[src/rtl/reaction_timer.sv]
// Reaction-time game controller: lamp countdown, random hold-off, then a
// millisecond count of the player's response, saturating at 9999.
module reaction_timer #(
  parameter int TICKS_PER_MS = 50000,
  parameter int LAMP_MS      = 500,
  parameter int NLAMPS       = 10,
  parameter int WAIT_BASE_MS = 1000,
  parameter int WAIT_STEP_MS = 16
) (
  input  logic              clk,
  input  logic              rst_n,
  input  logic              start,
  input  logic              react,
  input  logic [6:0]        rnd,
  output logic [NLAMPS-1:0] ledr,
  output logic [15:0]       time_ms,
  output logic              time_valid,
  output logic              early,
  output logic              busy
);

  localparam int PW   = (TICKS_PER_MS > 1) ? $clog2(TICKS_PER_MS) : 1;
  localparam int LW   = (LAMP_MS > 1) ? $clog2(LAMP_MS) : 1;
  localparam int WMAX = WAIT_BASE_MS + 127 * WAIT_STEP_MS;
  localparam int WW   = ($clog2(WMAX + 1) > 14) ? $clog2(WMAX + 1) : 14;
  localparam logic [15:0] TIME_MAX = 16'd9999;

  typedef enum logic [2:0] {
    S_IDLE, S_LIGHTS, S_WAIT, S_TIMING, S_DONE, S_FALSE
  } state_t;

  state_t            state_reg, state_next;
  logic [PW-1:0]     presc_reg, presc_next;
  logic [LW-1:0]     lamp_ms_reg, lamp_ms_next;
  logic [WW-1:0]     wait_reg, wait_next;
  logic [NLAMPS-1:0] ledr_reg, ledr_next;
  logic [15:0]       time_reg, time_next;
  logic              valid_reg, valid_next;
  logic              early_reg, early_next;
  logic              busy_reg, busy_next;

  logic              ms_tick;
  logic [15:0]       time_inc;
  logic [WW-1:0]     wait_load;
  logic [NLAMPS-1:0] alt_mask;

  // False-start pattern: every odd lamp lit.
  for (genvar gi = 0; gi < NLAMPS; gi++) begin : g_alt
    assign alt_mask[gi] = ((gi % 2) == 1);
  end

  assign ms_tick   = (presc_reg == PW'(TICKS_PER_MS - 1));
  assign time_inc  = time_reg + 16'd1;
  assign wait_load = WW'(WAIT_BASE_MS) + WW'(rnd) * WW'(WAIT_STEP_MS);

  always_comb begin
    state_next   = state_reg;
    presc_next   = presc_reg;
    lamp_ms_next = lamp_ms_reg;
    wait_next    = wait_reg;
    ledr_next    = ledr_reg;
    time_next    = time_reg;
    valid_next   = 1'b0;
    early_next   = early_reg;
    busy_next    = busy_reg;

    case (state_reg)
      S_IDLE: if (start) state_next = S_LIGHTS;
      S_LIGHTS: begin
        if (react) begin
          state_next = S_FALSE;
        end else if (ms_tick) begin
          if (lamp_ms_reg == LW'(LAMP_MS - 1)) begin
            lamp_ms_next = '0;
            if (ledr_reg[NLAMPS-1]) state_next = S_WAIT;
            else ledr_next = (ledr_reg << 1) | NLAMPS'(1);
          end else begin
            lamp_ms_next = lamp_ms_reg + LW'(1);
          end
        end
      end
      S_WAIT: begin
        if (react) begin
          state_next = S_FALSE;
        end else if (ms_tick) begin
          if (wait_reg <= WW'(1)) state_next = S_TIMING;
          else wait_next = wait_reg - WW'(1);
        end
      end
      S_TIMING: begin
        // A tick in the same cycle as react is counted before stopping.
        if (ms_tick) time_next = time_inc;
        if (react || (ms_tick && time_inc == TIME_MAX)) state_next = S_DONE;
      end
      S_DONE, S_FALSE: if (start) state_next = S_LIGHTS;
      default: state_next = S_IDLE;
    endcase

    // Entry actions; the prescaler restarts so each state begins on a full ms.
    if (state_next != state_reg) begin
      presc_next   = '0;
      lamp_ms_next = '0;
      case (state_next)
        S_LIGHTS: begin
          ledr_next  = NLAMPS'(1);
          time_next  = '0;
          early_next = 1'b0;
        end
        S_WAIT:   wait_next = wait_load;
        S_TIMING: begin
          ledr_next = '0;
          time_next = '0;
        end
        S_DONE: begin
          ledr_next  = '0;
          valid_next = 1'b1;
        end
        S_FALSE: begin
          ledr_next  = alt_mask;
          time_next  = '0;
          early_next = 1'b1;
        end
        default: ledr_next = '0;
      endcase
    end else begin
      presc_next = ms_tick ? '0 : presc_reg + PW'(1);
    end

    busy_next = (state_next == S_LIGHTS) || (state_next == S_WAIT) ||
                (state_next == S_TIMING);
  end

  always_ff @(posedge clk or negedge rst_n) begin
    if (!rst_n) begin
      state_reg   <= S_IDLE;
      presc_reg   <= '0;
      lamp_ms_reg <= '0;
      wait_reg    <= '0;
      ledr_reg    <= '0;
      time_reg    <= '0;
      valid_reg   <= 1'b0;
      early_reg   <= 1'b0;
      busy_reg    <= 1'b0;
    end else begin
      state_reg   <= state_next;
      presc_reg   <= presc_next;
      lamp_ms_reg <= lamp_ms_next;
      wait_reg    <= wait_next;
      ledr_reg    <= ledr_next;
      time_reg    <= time_next;
      valid_reg   <= valid_next;
      early_reg   <= early_next;
      busy_reg    <= busy_next;
    end
  end

  assign ledr       = ledr_reg;
  assign time_ms    = time_reg;
  assign time_valid = valid_reg;
  assign early      = early_reg;
  assign busy       = busy_reg;

endmodule

[config.mk]
export PLATFORM = sky130hd
export DESIGN_NAME = reaction_timer
export DESIGN_NICKNAME = d
export VERILOG_FILES = /design/src/rtl/reaction_timer.sv
export SDC_FILE = /design/constraint.sdc
export NUM_CORES = 1
export LEC_CHECK = 0
export ABC_AREA = 1
export CORE_ASPECT_RATIO = 1.5
export CORE_MARGIN = 2
export CORE_UTILIZATION = 49
export CTS_CLUSTER_SIZE = 10
export DETAILED_ROUTE_END_ITERATION = 8
export DONT_BUFFER_PORTS = 1
export PLACE_DENSITY = 0.63
export SYNTH_ARGS = -nofsm -noshare
export SYNTH_HDL_FRONTEND = slang
export SYNTH_SLANG_ARGS = --single-unit
[constraint.sdc]
create_clock -name clk -period 6.4 [get_ports clk]
set_input_delay 1.28 -clock clk [delete_from_list [all_inputs] [get_ports clk]]
set_output_delay 1.28 -clock clk [all_outputs]
set_load 0.01 [all_outputs]
==> results_dict.tcl <==
set metrics [dict create \
    synth_top_family_by_area "simple AND/OR/NAND/NOR gates" \
    multi_input_area_um2 2200 \
    num_io_pins 40 \
    detailed_place.area_um2 4380 \
    area_growth_pct 8.73 \
    clockBufferDepth 2 \
    cts.htree.levels 3 \
    yosys.cell_types.count 40 \
    placementRows 41 \
    seq_area_um2 1780 \
    tns_ns 0 \
    min_path_cells 1 \
    clock_skew_ns 0.00524 \
    final_area_um2 4680 \
    max-vdd-ir-drop_mv 0.275 \
    grt_pass1_vias 3553 \
    required_ns 6.65 \
    diodes 0 \
    final.period_utilization_pct 55.3 \
    syn_area_um2 4300 \
    overflow 0 \
    cts_tree "done" \
    finalCriticalPeriod_ns 3.54 \
    clock_sinks 71 \
    crit_type "input pin to flip-flop" \
    routed_via_density 5.23 \
    dr_total_vias 3549 \
    grt_pass1_wl_mm 15.9 \
    cts_inserted_buffers 9 \
    ctsRootBufferMaster "clkbuf_16" \
    worstSetupEndpointType "flip-flop" \
    p_seq_share_pct 41.6 \
    swShare_pct 32.1 \
    power_frac_comb_pct 18.7 \
    placedCellCount 662 \
    wl_mm 9.01 \
    final_cells 678 \
    worst_skew_pair.late_latency_ns 0.33 \
    clkTransAtPathRegs_ns 0.05 \
    postSynthCellCount 562 \
    p_switching_mw 0.405 \
    max_freq_mhz 283 \
    cp_max_fo 29 \
    ys_seq_area_share_pct 41.3 \
    cts_hold_buf 0 \
    grt_setup_unrepaired "false" \
    antenna_left 0 \
    arrival_ns 3.79 \
    fillers 807 \
    synth-compound-area-share_pct 7.59 \
    grt_max_degree 72 \
    slew_violations 0 \
    final_layout_size_suffix_gt1_share_pct 11.4 \
    start_util_pct 50.8 \
    synth-xor-area-share_pct 5.09 \
    wire_per_inst_um 13.3 \
    relSlewSlack_pct 50.9 \
    min_path_type "flip-flop to flip-flop" \
    synth.area.mux_share_pct 0.465 \
    status "finished, final reports clean" \
    synth-edff-count 0 \
    setup_violations 0 \
    r2r_cells 15 \
    syn_avg_cell_area_um2 7.65 \
    dp.final_hpwl_mm 6.59 \
    final_common_cell "nand2_1" \
    antenna_found_initial 0 \
    final_nets 584 \
    synth-async-reset-ratio_pct 100 \
    power_density_nw_per_um2 270 \
    tightest_slew_ns 0.736 \
    yosys_warnings 0 \
    cts.repair.resized 0 \
    synthSimpleGateAreaFrac_pct 36.1 \
    die-area_um2 9560 \
    dieWidth_um 80.5 \
    core_region_area_um2 8460 \
    track_usage_pct 21.1 \
    synthFlopType "dfrtp_1" \
    cts_setup_buffers 0 \
    worstSetupStartpointType "input pin" \
    drc 0 \
    io_buffer_count 0 \
    die_h_um 119 \
    maxCapViolCount 0 \
    yosys.area_share.adder_pct 2.04 \
    drt_iter0_markers 182 \
    gp_congestion 0.906 \
    synth_seq_cells 71 \
    synth_nets 580 \
    p_leak_nw 2.11 \
    clkPwrFrac_pct 39.8 \
    final_cell_mix "nand2_1 (130), nor2_1 (86), dfrtp_1 (71)" \
    hold_viol 0 \
    power.internal_mw 0.856 \
    drt_pass1_iterations 4 \
]
Yosys cell counts (2+ instances only):
library cell / instances / area (um2)
o21ai_0: 34 / 170
inv_1: 63 / 236
o21bai_1: 3 / 22.5
ha_1: 7 / 87.6
nor3_2: 10 / 100
nor2_1: 86 / 323
xnor2_1: 10 / 87.6
inv_2: 3 / 11.3
a31oi_1: 4 / 25.0
a21oi_2: 2 / 17.5
nor2_4: 5 / 56.3
o21ai_1: 3 / 15.0
buf_6: 3 / 33.8
clkbuf_1: 3 / 11.3
xor2_1: 15 / 131
nand2_2: 8 / 50.1
nand2_1: 130 / 488
dfrtp_1: 71 / 1780
a21oi_1: 9 / 45.0
mux2i_1: 2 / 20.0
nor4_2: 3 / 37.5
nand4_1: 12 / 75.1
nor2_2: 5 / 31.3
nand3_1: 30 / 150
clkinv_1: 2 / 7.51
nor3_1: 19 / 95.1
nand3_2: 6 / 60.1
nand3b_1: 2 / 15.0
area by class of cell:
cell class / count / share of cell area (%)
timing repair buffer: 1 / 0.161
inverter: 68 / 5.46
sequential: 71 / 38.0
clock buffer: 10 / 5.11
multi-input combinational: 415 / 47.1
tap: 107 / 2.86
clock inverter: 6 / 1.28
per-stage QoR:
| step | power, mW | hold WS [ns] | setup slack, ns | util, % |
|---|---|---|---|---|
| 2_1_floorplan | 0.757 | 0.441 | 3.70 | - |
| 3_3_place_gp | 0.766 | 0.464 | 2.59 | 51.7 |
| 3_5_place_dp | 0.771 | 0.467 | 2.47 | 51.7 |
| 4_1_cts | 1.27 | 0.478 | 2.83 | 55.3 |
| 5_1_grt | 1.33 | 0.502 | 2.42 | 55.3 |
| 6_report | 1.26 | 0.481 | 2.86 | 55.3 |
logic make-up (layout without fill, tap and decap cells):
family | Yosys count | count (layout)
compound gates | 59 | 59
xor+xnor | 25 | 25
fa+ha+maj | 7 | 7
buf+inv | 76 | 85
flops | 71 | 71
mux | 2 | 2
simple gates | 322 | 322
path summary, 6_finish.rpt:
path	from	to	slack [ns]
max reg2reg	presc_reg[0]	time_ms[12]	2.89
min in group asynchronous	rst_n	time_ms[10]	0.64
max	react	time_ms[12]	2.86
min reg2reg	presc_reg[0]	presc_reg[0]	0.48
min	presc_reg[0]	presc_reg[0]	0.48
max in group asynchronous	rst_n	lamp_ms_reg[6]	5.64
routing by layer:
| layer | vias to the layer above | routed length [um] | global-route usage [%] |
|---|---|---|---|
| met5 | - | 0 | 0 |
| met2 | 71 | 4640 | 36.8 |
| li1 | 1811 | - | - |
| met1 | 1654 | 3810 | 25.1 |
| met4 | 0 | 157 | 7.52 |
| met3 | 13 | 408 | 4.50 |
power groups by stage:
stage               logic [mW]  registers (mW)  clock network (mW)
floorplan                0.233           0.524                   0
global placement         0.233           0.532                   0
detailed placement       0.239           0.532                   0
CTS                      0.238           0.525               0.512
global route             0.269           0.530               0.534
finish                   0.235           0.524               0.502
worst max-delay path, cell delays in order:
cell and delay [ns]:
inv_1 0.14, nand3_1 0.34, nor2_2 0.52, nor2_1 0.13, nand2_2 0.12, nand2_1 0.05, nand2_1 0.07, nand3_2 0.57
nand2_1 0.25, inv_2 0.17, nor2_1 0.14
(Power assumes the default switching activity.)
